**src/rtl/atm_pkg.sv**
```systemverilog
// Shared types and codes for the ATM account ledger: op/status encodings,
// FSM states, default widths and the database entry record.
package atm_pkg;

  localparam int DATA_W_DEF = 12;
  localparam int AMT_W_DEF  = 6;

  typedef enum logic [2:0] {
    OP_AUTH     = 3'b000,
    OP_BALANCE  = 3'b001,
    OP_DEPOSIT  = 3'b010,
    OP_WITHDRAW = 3'b011,
    OP_TRANSFER = 3'b100
  } op_e;

  typedef enum logic [2:0] {
    ST_OK       = 3'b000,
    ST_NO_ACCT  = 3'b001,
    ST_BAD_PIN  = 3'b010,
    ST_INSUFF   = 3'b011,
    ST_NO_DST   = 3'b100,
    ST_BAD_OP   = 3'b101,
    ST_OVERFLOW = 3'b110,
    ST_LOCKED   = 3'b111
  } status_e;

  typedef enum logic [1:0] {
    S_IDLE,
    S_SCAN,
    S_EXEC,
    S_RESP
  } state_e;

  typedef struct packed {
    logic [DATA_W_DEF-1:0] acct;
    logic [DATA_W_DEF-1:0] pin;
    logic [DATA_W_DEF-1:0] balance;
  } entry_t;

endpackage

```
**src/rtl/atm_account_ledger_if.sv**
```systemverilog
// Request/response channel between the ATM controller (master) and the
// account ledger (slave).
interface atm_account_ledger_if #(
  parameter int DATA_W = 12,
  parameter int AMT_W  = 6
);
  logic              req_valid;
  logic              req_ready;
  logic [2:0]        req_op;
  logic [DATA_W-1:0] req_acct;
  logic [DATA_W-1:0] req_pin;
  logic [DATA_W-1:0] req_dst;
  logic [AMT_W-1:0]  req_amount;
  logic              rsp_valid;
  logic              rsp_ready;
  logic [2:0]        rsp_status;
  logic [DATA_W-1:0] rsp_balance;
  logic [DATA_W-1:0] rsp_dst_balance;

  modport master (
    output req_valid, req_op, req_acct, req_pin, req_dst, req_amount, rsp_ready,
    input  req_ready, rsp_valid, rsp_status, rsp_balance, rsp_dst_balance
  );

  modport slave (
    input  req_valid, req_op, req_acct, req_pin, req_dst, req_amount, rsp_ready,
    output req_ready, rsp_valid, rsp_status, rsp_balance, rsp_dst_balance
  );
endinterface

```
**src/rtl/atm_entry_file.sv**
```systemverilog
// Account database storage: init load port, one registered read port for the
// scan, and two balance commit ports (source and destination of a transfer).
module atm_entry_file #(
  parameter int NUM_ACCTS = 4,
  parameter int DATA_W    = 12,
  parameter int IDX_W     = 2
) (
  input  logic              clk,
  input  logic              rst,
  input  logic              init_we,
  input  logic [IDX_W-1:0]  init_idx,
  input  logic [DATA_W-1:0] init_acct,
  input  logic [DATA_W-1:0] init_pin,
  input  logic [DATA_W-1:0] init_balance,
  input  logic [IDX_W-1:0]  rd_idx,
  output logic [DATA_W-1:0] rd_acct,
  output logic [DATA_W-1:0] rd_pin,
  output logic [DATA_W-1:0] rd_balance,
  input  logic              wa_en,
  input  logic [IDX_W-1:0]  wa_idx,
  input  logic [DATA_W-1:0] wa_balance,
  input  logic              wb_en,
  input  logic [IDX_W-1:0]  wb_idx,
  input  logic [DATA_W-1:0] wb_balance
);

  typedef struct packed {
    logic [DATA_W-1:0] acct;
    logic [DATA_W-1:0] pin;
    logic [DATA_W-1:0] balance;
  } ent_t;

  ent_t mem [NUM_ACCTS];
  ent_t rd_q;

  // NOTE: the database must come up empty, so every entry sits on the async reset;
  // this forces flops rather than a RAM macro, which is fine at this depth.
  always_ff @(posedge clk or posedge rst) begin
    if (rst) begin
      for (int i = 0; i < NUM_ACCTS; i++) mem[i] <= '0;
      rd_q <= '0;
    end else begin
      if (init_we && int'(init_idx) < NUM_ACCTS)
        mem[init_idx] <= '{acct: init_acct, pin: init_pin, balance: init_balance};
      if (wa_en) mem[wa_idx].balance <= wa_balance;
      if (wb_en) mem[wb_idx].balance <= wb_balance;
      rd_q <= (int'(rd_idx) < NUM_ACCTS) ? mem[rd_idx] : '0;
    end
  end

  assign rd_acct    = rd_q.acct;
  assign rd_pin     = rd_q.pin;
  assign rd_balance = rd_q.balance;

endmodule

```
**src/rtl/atm_account_ledger.sv**
```systemverilog
// Bank-side ATM ledger: scans the account database, authorises and commits one
// request at a time. Optional per-account PIN lockout under ACCT_LOCKOUT_EN.
module atm_account_ledger
  import atm_pkg::*;
#(
  parameter  int NUM_ACCTS = 4,
  parameter  int DATA_W    = DATA_W_DEF,
  parameter  int AMT_W     = AMT_W_DEF,
  parameter  int MAX_TRIES = 3,
  localparam int IDX_W     = $clog2(NUM_ACCTS)
) (
  input  logic                 clk,
  input  logic                 rst,
  atm_account_ledger_if.slave  bus,
  input  logic                 init_we,
  input  logic [IDX_W-1:0]     init_idx,
  input  logic [DATA_W-1:0]    init_acct,
  input  logic [DATA_W-1:0]    init_pin,
  input  logic [DATA_W-1:0]    init_balance
);

  localparam logic [IDX_W-1:0] LAST_IDX = IDX_W'(NUM_ACCTS - 1);

  state_e             state;
  logic [IDX_W-1:0]   iss_idx, cmp_idx;
  logic               primed;
  logic [2:0]         op_q;
  logic [DATA_W-1:0]  acct_q, pin_q, dst_q;
  logic [AMT_W-1:0]   amt_q;
  logic               src_found, dst_found;
  logic [IDX_W-1:0]   src_idx, dst_idx;
  logic [DATA_W-1:0]  src_pin, src_bal, dst_bal;
  logic [DATA_W-1:0]  rd_acct, rd_pin, rd_balance;

  logic               exec_st, init_en;
  status_e            status_n;
  logic [DATA_W-1:0]  bal_n, dst_n, wa_bal, wb_bal;
  logic               wa_en, wb_en, pin_bad, pin_good, locked;
  logic [DATA_W:0]    amt_w, src_sum, dst_sum;

  assign exec_st       = (state == S_EXEC);
  assign init_en       = init_we && (state == S_IDLE);
  assign bus.req_ready = !rst && (state == S_IDLE) && !init_we;

  atm_entry_file #(.NUM_ACCTS(NUM_ACCTS), .DATA_W(DATA_W), .IDX_W(IDX_W)) u_entries (
    .clk, .rst,
    .init_we(init_en), .init_idx, .init_acct, .init_pin, .init_balance,
    .rd_idx(iss_idx), .rd_acct, .rd_pin, .rd_balance,
    .wa_en(wa_en && exec_st), .wa_idx(src_idx), .wa_balance(wa_bal),
    .wb_en(wb_en && exec_st), .wb_idx(dst_idx), .wb_balance(wb_bal)
  );

`ifdef ACCT_LOCKOUT_EN
  localparam int CNT_W = $clog2(MAX_TRIES + 1);
  logic [CNT_W-1:0] fail_cnt [NUM_ACCTS];

  assign locked = (fail_cnt[src_idx] == CNT_W'(MAX_TRIES));

  always_ff @(posedge clk or posedge rst) begin
    if (rst) begin
      for (int i = 0; i < NUM_ACCTS; i++) fail_cnt[i] <= '0;
    end else if (init_en) begin
      fail_cnt[init_idx] <= '0;
    end else if (exec_st) begin
      if (pin_bad && fail_cnt[src_idx] != CNT_W'(MAX_TRIES))
        fail_cnt[src_idx] <= fail_cnt[src_idx] + 1'b1;
      else if (pin_good)
        fail_cnt[src_idx] <= '0;
    end
  end
`else
  logic unused_lockout;
  assign locked         = 1'b0;
  assign unused_lockout = (MAX_TRIES != 0) ^ pin_bad ^ pin_good;
`endif

  assign amt_w   = (DATA_W+1)'(amt_q);
  assign src_sum = {1'b0, src_bal} + amt_w;
  assign dst_sum = {1'b0, dst_bal} + amt_w;

  // NOTE: every output gets a default up front so no path leaves one unassigned (no latches).
  always_comb begin
    status_n = ST_OK;
    bal_n    = src_found ? src_bal : '0;
    dst_n    = '0;
    wa_en    = 1'b0;
    wa_bal   = src_bal;
    wb_en    = 1'b0;
    wb_bal   = dst_bal;
    pin_bad  = 1'b0;
    pin_good = 1'b0;
    if (op_q > OP_TRANSFER) begin
      status_n = ST_BAD_OP;
    end else if (!src_found) begin
      status_n = ST_NO_ACCT;
    end else if (locked) begin
      status_n = ST_LOCKED;
    end else if (pin_q != src_pin) begin
      status_n = ST_BAD_PIN;
      pin_bad  = 1'b1;
    end else begin
      pin_good = 1'b1;
      case (op_q)
        OP_DEPOSIT: begin
          if (src_sum[DATA_W]) status_n = ST_OVERFLOW;
          else begin
            wa_en  = 1'b1;
            wa_bal = src_sum[DATA_W-1:0];
            bal_n  = src_sum[DATA_W-1:0];
          end
        end
        OP_WITHDRAW: begin
          if (amt_w > {1'b0, src_bal}) status_n = ST_INSUFF;
          else begin
            wa_en  = 1'b1;
            wa_bal = src_bal - amt_w[DATA_W-1:0];
            bal_n  = src_bal - amt_w[DATA_W-1:0];
          end
        end
        OP_TRANSFER: begin
          if (!dst_found) begin
            status_n = ST_NO_DST;
          end else if (dst_idx == src_idx) begin
            // Self-transfer nets to zero: report success and touch nothing.
            dst_n = src_bal;
          end else if (amt_w > {1'b0, src_bal}) begin
            status_n = ST_INSUFF;
            dst_n    = dst_bal;
          end else if (dst_sum[DATA_W]) begin
            status_n = ST_OVERFLOW;
            dst_n    = dst_bal;
          end else begin
            wa_en  = 1'b1;
            wa_bal = src_bal - amt_w[DATA_W-1:0];
            bal_n  = src_bal - amt_w[DATA_W-1:0];
            wb_en  = 1'b1;
            wb_bal = dst_sum[DATA_W-1:0];
            dst_n  = dst_sum[DATA_W-1:0];
          end
        end
        default: ;
      endcase
    end
  end

  // NOTE: all state here uses <= so every register samples pre-edge values together.
  always_ff @(posedge clk or posedge rst) begin
    if (rst) begin
      state               <= S_IDLE;
      iss_idx             <= '0;
      cmp_idx             <= '0;
      primed              <= 1'b0;
      op_q                <= '0;
      acct_q              <= '0;
      pin_q               <= '0;
      dst_q               <= '0;
      amt_q               <= '0;
      src_found           <= 1'b0;
      dst_found           <= 1'b0;
      src_idx             <= '0;
      dst_idx             <= '0;
      src_pin             <= '0;
      src_bal             <= '0;
      dst_bal             <= '0;
      bus.rsp_valid       <= 1'b0;
      bus.rsp_status      <= '0;
      bus.rsp_balance     <= '0;
      bus.rsp_dst_balance <= '0;
    end else begin
      case (state)
        S_IDLE: begin
          if (bus.req_valid && bus.req_ready) begin
            op_q      <= bus.req_op;
            acct_q    <= bus.req_acct;
            pin_q     <= bus.req_pin;
            dst_q     <= bus.req_dst;
            amt_q     <= bus.req_amount;
            iss_idx   <= '0;
            cmp_idx   <= '0;
            primed    <= 1'b0;
            src_found <= 1'b0;
            dst_found <= 1'b0;
            state     <= S_SCAN;
          end
        end
        S_SCAN: begin
          // The read port is registered, so comparisons trail the issued index by one.
          primed <= 1'b1;
          if (iss_idx != LAST_IDX) iss_idx <= iss_idx + 1'b1;
          if (primed) begin
            if (rd_acct != '0 && !src_found && rd_acct == acct_q) begin
              src_found <= 1'b1;
              src_idx   <= cmp_idx;
              src_pin   <= rd_pin;
              src_bal   <= rd_balance;
            end
            if (rd_acct != '0 && !dst_found && rd_acct == dst_q) begin
              dst_found <= 1'b1;
              dst_idx   <= cmp_idx;
              dst_bal   <= rd_balance;
            end
            if (cmp_idx == LAST_IDX) state   <= S_EXEC;
            else                     cmp_idx <= cmp_idx + 1'b1;
          end
        end
        S_EXEC: begin
          bus.rsp_valid       <= 1'b1;
          bus.rsp_status      <= status_n;
          bus.rsp_balance     <= bal_n;
          bus.rsp_dst_balance <= dst_n;
          state               <= S_RESP;
        end
        S_RESP: begin
          if (bus.rsp_ready) begin
            bus.rsp_valid <= 1'b0;
            state         <= S_IDLE;
          end
        end
        default: state <= S_IDLE;
      endcase
    end
  end

endmodule

```
**src/flat_wrapper.sv**
```systemverilog
// flat-port wrapper written by rule: the top's interface ports become plain ports
module atm_account_ledger_flat import atm_pkg::*;
#(
  parameter  int NUM_ACCTS = 4,
  parameter  int DATA_W    = DATA_W_DEF,
  parameter  int AMT_W     = AMT_W_DEF,
  parameter  int MAX_TRIES = 3,
  localparam int IDX_W     = $clog2(NUM_ACCTS)
)
  (clk, rst, init_we, init_idx, init_acct, init_pin, init_balance, bus_req_valid, bus_req_op, bus_req_acct, bus_req_pin, bus_req_dst, bus_req_amount, bus_rsp_ready, bus_req_ready, bus_rsp_valid, bus_rsp_status, bus_rsp_balance, bus_rsp_dst_balance);
  atm_account_ledger_if #(.DATA_W(DATA_W), .AMT_W(AMT_W)) bus_i ();
  input  logic clk;
  input  logic rst;
  input  logic init_we;
  input  logic [IDX_W-1:0] init_idx;
  input  logic [DATA_W-1:0] init_acct;
  input  logic [DATA_W-1:0] init_pin;
  input  logic [DATA_W-1:0] init_balance;
  input wire logic [$bits(bus_i.req_valid)-1:0] bus_req_valid;
  input wire logic [$bits(bus_i.req_op)-1:0] bus_req_op;
  input wire logic [$bits(bus_i.req_acct)-1:0] bus_req_acct;
  input wire logic [$bits(bus_i.req_pin)-1:0] bus_req_pin;
  input wire logic [$bits(bus_i.req_dst)-1:0] bus_req_dst;
  input wire logic [$bits(bus_i.req_amount)-1:0] bus_req_amount;
  input wire logic [$bits(bus_i.rsp_ready)-1:0] bus_rsp_ready;
  output wire logic [$bits(bus_i.req_ready)-1:0] bus_req_ready;
  output wire logic [$bits(bus_i.rsp_valid)-1:0] bus_rsp_valid;
  output wire logic [$bits(bus_i.rsp_status)-1:0] bus_rsp_status;
  output wire logic [$bits(bus_i.rsp_balance)-1:0] bus_rsp_balance;
  output wire logic [$bits(bus_i.rsp_dst_balance)-1:0] bus_rsp_dst_balance;
  assign bus_i.req_valid = bus_req_valid;
  assign bus_i.req_op = bus_req_op;
  assign bus_i.req_acct = bus_req_acct;
  assign bus_i.req_pin = bus_req_pin;
  assign bus_i.req_dst = bus_req_dst;
  assign bus_i.req_amount = bus_req_amount;
  assign bus_i.rsp_ready = bus_rsp_ready;
  assign bus_req_ready = bus_i.req_ready;
  assign bus_rsp_valid = bus_i.rsp_valid;
  assign bus_rsp_status = bus_i.rsp_status;
  assign bus_rsp_balance = bus_i.rsp_balance;
  assign bus_rsp_dst_balance = bus_i.rsp_dst_balance;
  atm_account_ledger #(.NUM_ACCTS(NUM_ACCTS), .DATA_W(DATA_W), .AMT_W(AMT_W), .MAX_TRIES(MAX_TRIES)) u_core (.clk(clk), .rst(rst), .bus(bus_i), .init_we(init_we), .init_idx(init_idx), .init_acct(init_acct), .init_pin(init_pin), .init_balance(init_balance));
endmodule
```
**config.mk**
```make
export PLATFORM = sky130hd
export DESIGN_NAME = atm_account_ledger_flat
export DESIGN_NICKNAME = d
export VERILOG_FILES = /design/src/rtl/atm_pkg.sv /design/src/rtl/atm_account_ledger_if.sv /design/src/rtl/atm_entry_file.sv /design/src/rtl/atm_account_ledger.sv /design/src/flat_wrapper.sv
export SDC_FILE = /design/constraint.sdc
export NUM_CORES = 1
export LEC_CHECK = 0
export ABC_AREA = 1
export ABC_CLOCK_PERIOD_IN_PS = 17100
export CORE_UTILIZATION = 60
export CTS_CLUSTER_SIZE = 20
export DETAILED_ROUTE_END_ITERATION = 8
export PLACE_DENSITY = 0.91
export SLEW_MARGIN = 0
export SYNTH_ARGS = -nofsm -noshare
export SYNTH_HDL_FRONTEND = slang
export SYNTH_SLANG_ARGS = --single-unit
```
**constraint.sdc**
```tcl
create_clock -name clk -period 17.1 [get_ports clk]
set_input_delay 1.71 -clock clk [delete_from_list [all_inputs] [get_ports clk]]
set_output_delay 1.71 -clock clk [all_outputs]
set_load 0.05 [all_outputs]
```
==> impl_metrics.json, run 1 <==
{
  "dp_hpwl_um": 36120,
  "final_common_cell": "nand2_1",
  "ys_seq_elements": 302,
  "final_max_slew_viol_count": 0,
  "globalRouteOverflowTotal": 0,
  "hold_violations": 0,
  "required_ps": 15390,
  "fin_worst_skew_ps": 29.55,
  "clk_latency_ps": 540,
  "layout_worst_path_cycle_share": 0.2954,
  "rsz_0062_raised_after_global_routing": "false",
  "globalplace.congestion": 1.008,
  "synth_fp_nets": 2366,
  "layoutNonFillerInstCount": 2719,
  "whs_path_depth": 2,
  "p_switching_mw": 1.334,
  "dieHeight_um": 168.8,
  "number_of_antenna_violations_at_the_first_check_in_global_routing": 2,
  "h-tree-depth": 2,
  "postCtsSetupRepairBufs": 0,
  "clock_sink_count": 302,
  "layout.cell_area.non_filler_sq_mm": 0.01932,
  "coreArea_sq_mm": 0.02710,
  "finalWorstSetupSlack_ps": 12050,
  "worst_path_largest_cell_delay_ps": 850,
  "reg2reg_from": "u_core.src_bal[0]",
  "worstRegToRegCells": 14,
  "final.setup.tns_ps": 0,
  "pin_count_of_the_biggest_net_entering_global_routing": 137,
  "groute.usage.overall": 0.3829,
  "leakagePower_nw": 9.586,
  "die_w_um": 168.8,
  "drt_pass1_iterations": 9,
  "post_drt_via_cell_ratio": 6.056,
  "via_count": 16465,
  "regToRegEndpoint": "u_core.u_entries.mem[0]",
  "crit_path_frequent_cell": "clkdlybuf4s50_1",
  "power.clock.fraction": 0.252,
  "via_count_of_the_first_global_routing_pass": 15798,
  "worstSetupPathType": "primary input to primary output",
  "setup_violating_endpoint_count_in_the_final_report": 0,
  "ys_types": 53,
  "max_cap_viol_count": 0,
  "power_report.internal_total_mw": 1.906,
  "total_number_of_nets_in_the_final_design": 2437,
  "worst_setup_sp_type": "primary input",
  "cts-resized-gates": 0,
  "holdCritStartpoint": "u_core.u_entries.rd_pin[10]",
  "dp_cells": 2658,
  "boundaryPins": 117,
  "mostFrequentLayoutCells": "nand2_1, o21ai_0, dfrtp_1, nor2_1, inv_1",
  "drt_iter0_drc": 2551,
  "worst-r2r-setup-slack_ps": 13110,
  "placed_area_sq_mm": 0.01807,
  "cp_data_arrival_time_ps": 3340,
  "netlist_instances": 2251,
  "start_util": 0.6158,
  "maxSlewHeadroom": 0.1480,
  "n_antenna_cell": 0,
  "drive_above_1_share": 0.05667,
  "pre_cts_ws_ps": 11980,
  "cts_made_buffers": 34,
  "longest_clk_path_bufs": 3,
  "hold_path_class": "register to register",
  "critical_path.endpoint_type": "primary output",
  "hold_slack_ps": 475.5,
  "die_area_sq_mm": 0.02849,
  "synth_warnings": 0,
  "max_clock_freq_mhz": 198.0,
  "seq_power_share": 0.381,
  "route.detailed.wl_per_inst_um": 19.84,
  "worst_pin_slew_ps": 1275,
  "grt_first_pass_wirelength_um": 84660,
  "port_buffers": 116,
  "cts_hold_repair.buffers": 0,
  "run_status": "complete, no violations",
  "critPathMaxFanout": 2,
  "power_frac_comb": 0.367,
  "synthesis.area_sq_mm": 0.01669,
  "power.switching_fraction": 0.4117,
  "drc": 0,
  "final_period_minus_worst_setup_slack_ps": 5051,
  "clk_root_buffer_cell": "clkbuf_16",
  "min_to": "u_core.src_pin[10]",
  "vdd_drop_max_v": 0.00008556,
  "cts_tree": "yes",
  "worst_setup_hold_path_clk_slew_ps": 60,
  "cp_cell_sequence": "clkdlybuf4s50_1, nor3_1, clkdlybuf4s50_1",
  "drt.antenna.violating_nets": 0,
  "power.density_mw_per_mm2": 167.7,
  "placement_rows": 60,
  "layout-area-overhead-vs-synth_pct": 15.75,
  "yosysSeqAreaShare": 0.4528,
  "wl_um": 53940,
  "critical-path-slowest-cell": "clkdlybuf4s50_1",
  "mean_instance_size_in_the_synthesized_netlist_sq_um": 7.414
}
## power groups by stage
stage                     Combinational (mW)  Clock, mW  Sequential (mW)
after global routing                    1.31      0.844             1.25
after global placement                  1.08          0             1.20
after CTS                               1.15      0.815             1.22
after floorplan                        0.833          0             1.15
final                                   1.19      0.816             1.24
after detailed placement                1.13          0             1.22
## through the flow
step	utilization	power (mW)
finish	0.7128	3.240
CTS	0.7128	3.188
global placement	0.6667	2.285
floorplan	-	1.982
detailed placement	0.6667	2.349
global route	0.7128	3.412
## cell type report
cell class / count / area, sq um
Clock buffer: 46 / 945.9
Clock inverter: 15 / 304.0
Fill cell: 2045 / 7782
Inverter: 197 / 747.0
Multi-Input combinational cell: 1652 / 7994
Sequential cell: 302 / 7559
Tap cell: 372 / 465.4
Timing Repair Buffer: 135 / 1304
## cell usage after synthesis, drive strengths merged
cell,n,share of area
a211o,1,0.00052
a21boi,4,0.0018
a21o,1,0.00045
a21oi,67,0.021
a221oi,4,0.0021
a22oi,3,0.0013
a31oi,1,0.00038
buf,19,0.0066
clkbuf,81,0.018
clkinv,2,0.00045
dfrtp,302,0.45
fa,3,0.0036
ha,24,0.018
inv,195,0.044
mux2i,27,0.016
nand2,703,0.16
nand3,153,0.048
nand3b,3,0.0013
nand4,8,0.0030
nor2,206,0.049
nor3,10,0.0040
nor4,6,0.0026
o2111ai,2,0.0010
o211ai,10,0.0045
o21a,1,0.00045
o21ai,310,0.093
o21bai,5,0.0022
o221ai,1,0.00052
o22ai,44,0.017
o2bb2ai,1,0.00052
o31ai,2,0.00090
or2,20,0.0075
xnor2,15,0.0079
xor2,17,0.0089
## layer usage
layer  GRT usage  wire length [um]  vias to the layer above
met5           0                13                        -
met2      0.6013             24480                     1109
met1      0.5115             20800                     7684
li1            -                 -                     7458
met4      0.1700              2417                        2
met3     0.08464              6229                      212
## how the worst max path moves through the flow
| stage | start | end | slack, ps | cells past startpoint |
|---|---|---|---|---|
| global route | rst | bus_req_ready | 12000 | 3 |
| CTS | rst | bus_req_ready | 12050 | 3 |
| global placement | rst | bus_req_ready | 12030 | 3 |
| floorplan | rst | async pin | 7040 | 1 |
| finish | rst | bus_req_ready | 12050 | 3 |
| detailed placement | rst | u_core.dst_idx[1] | 11980 | 4 |
## critical path, delay by kind of cell
kind / cells / cell delay [ps]
buffers and inverters: 2 / 1360
and+or+nand+nor: 1 / 270
## kinds of logic after synthesis
| group | synth area share |
|---|---|
| muxes | 0.01619 |
| adders and majority gates | 0.02159 |
| buffers and inverters | 0.06912 |
| and+or+nand+nor | 0.2761 |
| xor gates and xnor gates | 0.01679 |
| AOI/OAI and AO/OA | 0.1474 |
| DFF | 0.4528 |
Power figures use the tool's default switching activity.
==> run 2, diff against run 1 <==
- ABC_CLOCK_PERIOD_IN_PS: 17100 -> 4100
- CORE_UTILIZATION: 60 -> 54
- PLACE_DENSITY: 0.91 -> 0.87
- clock period: 17.1 -> 4.1 ns (I/O delays scaled with it)
==> run 2 against run 1 <==
  * The run now ends with design-rule violations left
  * Final area rose by 0.43%
  * Worst setup slack got worse by 11000 ps
  * Sequential share of layout area fell by 0.17 points
  * Global-route usage shrank 0.60 points
  * Wire length is 8.0% higher
  * Combinational power grew to 4.3 times the previous value
  * Via count is 0.75% higher
  * First-iteration DRC count decreased by 18%
  * Sequential power rose to 4.1 times the previous value
  * Count of clock-buffer cells in the layout is 3 higher
  * Total power rose to 4.1 times the previous value
  * Critical endpoint is now u_core.u_entries.mem[0]
==> impl_metrics.json, run 2 (same netlist as run 1, synthesis figures left out) <==
{
  "run_status": "finished, violations left",
  "failed_checks": "design-rule violations",
  "drc": 4,
  "hold_violations": 0,
  "worst-r2r-setup-slack_ps": 550,
  "required_ps": 4500,
  "critical-path-slowest-cell": "dfrtp_1",
  "cpLargestDelayFamily": "simple AND/OR/NAND/NOR gates",
  "fin_worst_skew_ps": 22.93,
  "max_cap_viol_count": 0,
  "crit_start": "u_core.src_bal[1]",
  "worst_setup_sp_type": "register",
  "number_of_antenna_violations_at_the_first_check_in_global_routing": 3,
  "post_drt_via_cell_ratio": 6.008,
  "cp_data_arrival_time_ps": 3940,
  "final_common_cell": "nand2_1",
  "route.detailed.wl_per_inst_um": 21.09,
  "placement_rows": 64,
  "groute.usage.overall": 0.3769,
  "totalPowerFinal_mw": 13.33,
  "max_clock_freq_mhz": 282.1,
  "area_occupied_by_registers_sq_mm": 0.007559,
  "pre_cts_ws_ps": 685.4,
  "maxSlewHeadroom": 0.3217,
  "globalRouteOverflowTotal": 0,
  "critical_path_buf_inv_count": 1,
  "rsz_0062_raised_after_global_routing": "false",
  "clk_latency_ps": 540,
  "wl_um": 58240,
  "coreArea_sq_mm": 0.03051,
  "clk_root_buffer_cell": "clkbuf_16",
  "start_util": 0.5470,
  "grt_first_pass_wirelength_um": 90090,
  "placed_area_sq_mm": 0.01826,
  "drt_pass1_iterations": 9,
  "worstSetupPathType": "register to register",
  "layout_worst_path_cycle_share": 0.8647,
  "die_w_um": 177.8,
  "dieHeight_um": 177.8,
  "critical_path.endpoint_type": "register",
  "cts_hold_repair.buffers": 0,
  "globalplace.congestion": 1.117,
  "worst_pin_slew_ps": 1017,
  "setup_violating_endpoint_count_in_the_final_report": 0,
  "drt.antenna.violating_nets": 0,
  "layout-area-overhead-vs-synth_pct": 16.25,
  "finalWorstSetupSlack_ps": 554.8,
  "dp_hpwl_um": 40830,
  "regToRegEndpoint": "u_core.u_entries.mem[0]",
  "longest_clk_path_bufs": 3,
  "postCtsSetupRepairBufs": 0,
  "nFillCells": 2578,
  "pin_count_of_the_biggest_net_entering_global_routing": 172,
  "worst_setup_hold_path_clk_slew_ps": 70,
  "total_number_of_nets_in_the_final_design": 2458,
  "vdd_drop_max_v": 0.0005259,
  "boundaryPins": 117,
  "final_max_slew_viol_count": 0,
  "cp_cell_sequence": "inv_1, fa_1, nand3b_1, nand2_1, nand2_1, nand2_4, nand3_2, nor4_2, nand3_1, nand3_1, o21ai_0",
  "multiInputGateArea_sq_mm": 0.007994,
  "worst_path_largest_cell_delay_ps": 570,
  "clock_sink_count": 302,
  "leakagePower_nw": 9.630,
  "critPathMaxFanout": 18,
  "port_buffers": 116,
  "worst_setup_path_endpoint": "u_core.u_entries.mem[0]",
  "mostFrequentLayoutCells": "nand2_1, o21ai_0, dfrtp_1, nor2_1, inv_1",
  "critical_path_depth": 11,
  "worstRegToRegCells": 11,
  "via_count": 16589,
  "drive_above_1_share": 0.06345,
  "final_core_util": 0.6359,
  "reg2reg_from": "u_core.src_bal[1]",
  "h-tree-depth": 2,
  "hold_path_class": "primary input to register",
  "final_period_minus_worst_setup_slack_ps": 3545,
  "hold_slack_ps": 418.7,
  "die_area_sq_mm": 0.03161,
  "via_count_of_the_first_global_routing_pass": 15851,
  "power.density_mw_per_mm2": 687.2,
  "layout.cell_area.non_filler_sq_mm": 0.01940,
  "drt_iter0_drc": 2101,
  "cts_tree": "yes",
  "cts_made_buffers": 35,
  "cts-resized-gates": 0
}
run 2: cell count changes in the layout (fill, tap and decap cells not counted), sizes merged:
| cell | previous run | this run |
|---|---|---|
| diode | 0 | 1 |
| buf | 19 | 39 |
| inv | 198 | 195 |
| clkinv | 6 | 5 |
| bufinv | 7 | 2 |
| clkbuf | 46 | 49 |
| clkinvlp | 1 | 4 |
run 2: worst min-delay path by stage:
stage	startpoint	endpoint	slack (ps)	cells past startpoint
5_1_grt	bus_req_acct[7]	u_core.acct_q[7]	430	3
3_5_place_dp	u_core.u_entries.rd_pin[6]	u_core.src_pin[6]	460	2
6_report	bus_req_acct[8]	u_core.acct_q[8]	420	3
4_1_cts	bus_req_acct[8]	u_core.acct_q[8]	420	3
2_1_floorplan	register	register	450	2
3_3_place_gp	register	register	460	2
run 2: final cells by class:
class                      count  area share
multi-input combinational   1652      0.4120
sequential                   302      0.3896
timing repair buffer         155     0.07558
clock buffer                  49     0.05146
inverter                     197     0.03831
tap                          396     0.02554
clock inverter                 9    0.007352
antenna                        1   0.0001290
run 2: worst reg2reg max path, cell delays in order, from the launching register on:
cell and delay (ps):
dfrtp_1 570, inv_1 170, fa_1 530, nand3b_1 190, nand2_1 130, nand2_1 100
nand2_4 260, nand3_2 280, nor4_2 410, nand3_1 430, nand3_1 220, o21ai_0 110
run 2: metrics by stage:
stage	instances	TNS (ps)
after detailed placement	2702	0
after floorplan	2251	-98160
final	2761	0
after global routing	2760	0
after CTS	2760	0
after global placement	2702	0
run 2: layer usage:
| metal | up-vias | GRT usage | part of all wire |
|---|---|---|---|
| met3 | 198 | 0.07284 | 0.10 |
| met2 | 1034 | 0.5820 | 0.45 |
| met5 | - | 0 | 0.00022 |
| met4 | 2 | 0.1506 | 0.041 |
| met1 | 7868 | 0.5217 | 0.41 |
| li1 | 7487 | - | - |
run 2: power by group:
group          total [mW]  leakage [nW]  switching [mW]  internal [mW]
Clock                3.14         0.545            1.31           1.84
Combinational        5.12          5.30            3.43           1.69
Sequential           5.07          3.79           0.859           4.21
Total                13.3          9.63            5.60           7.73
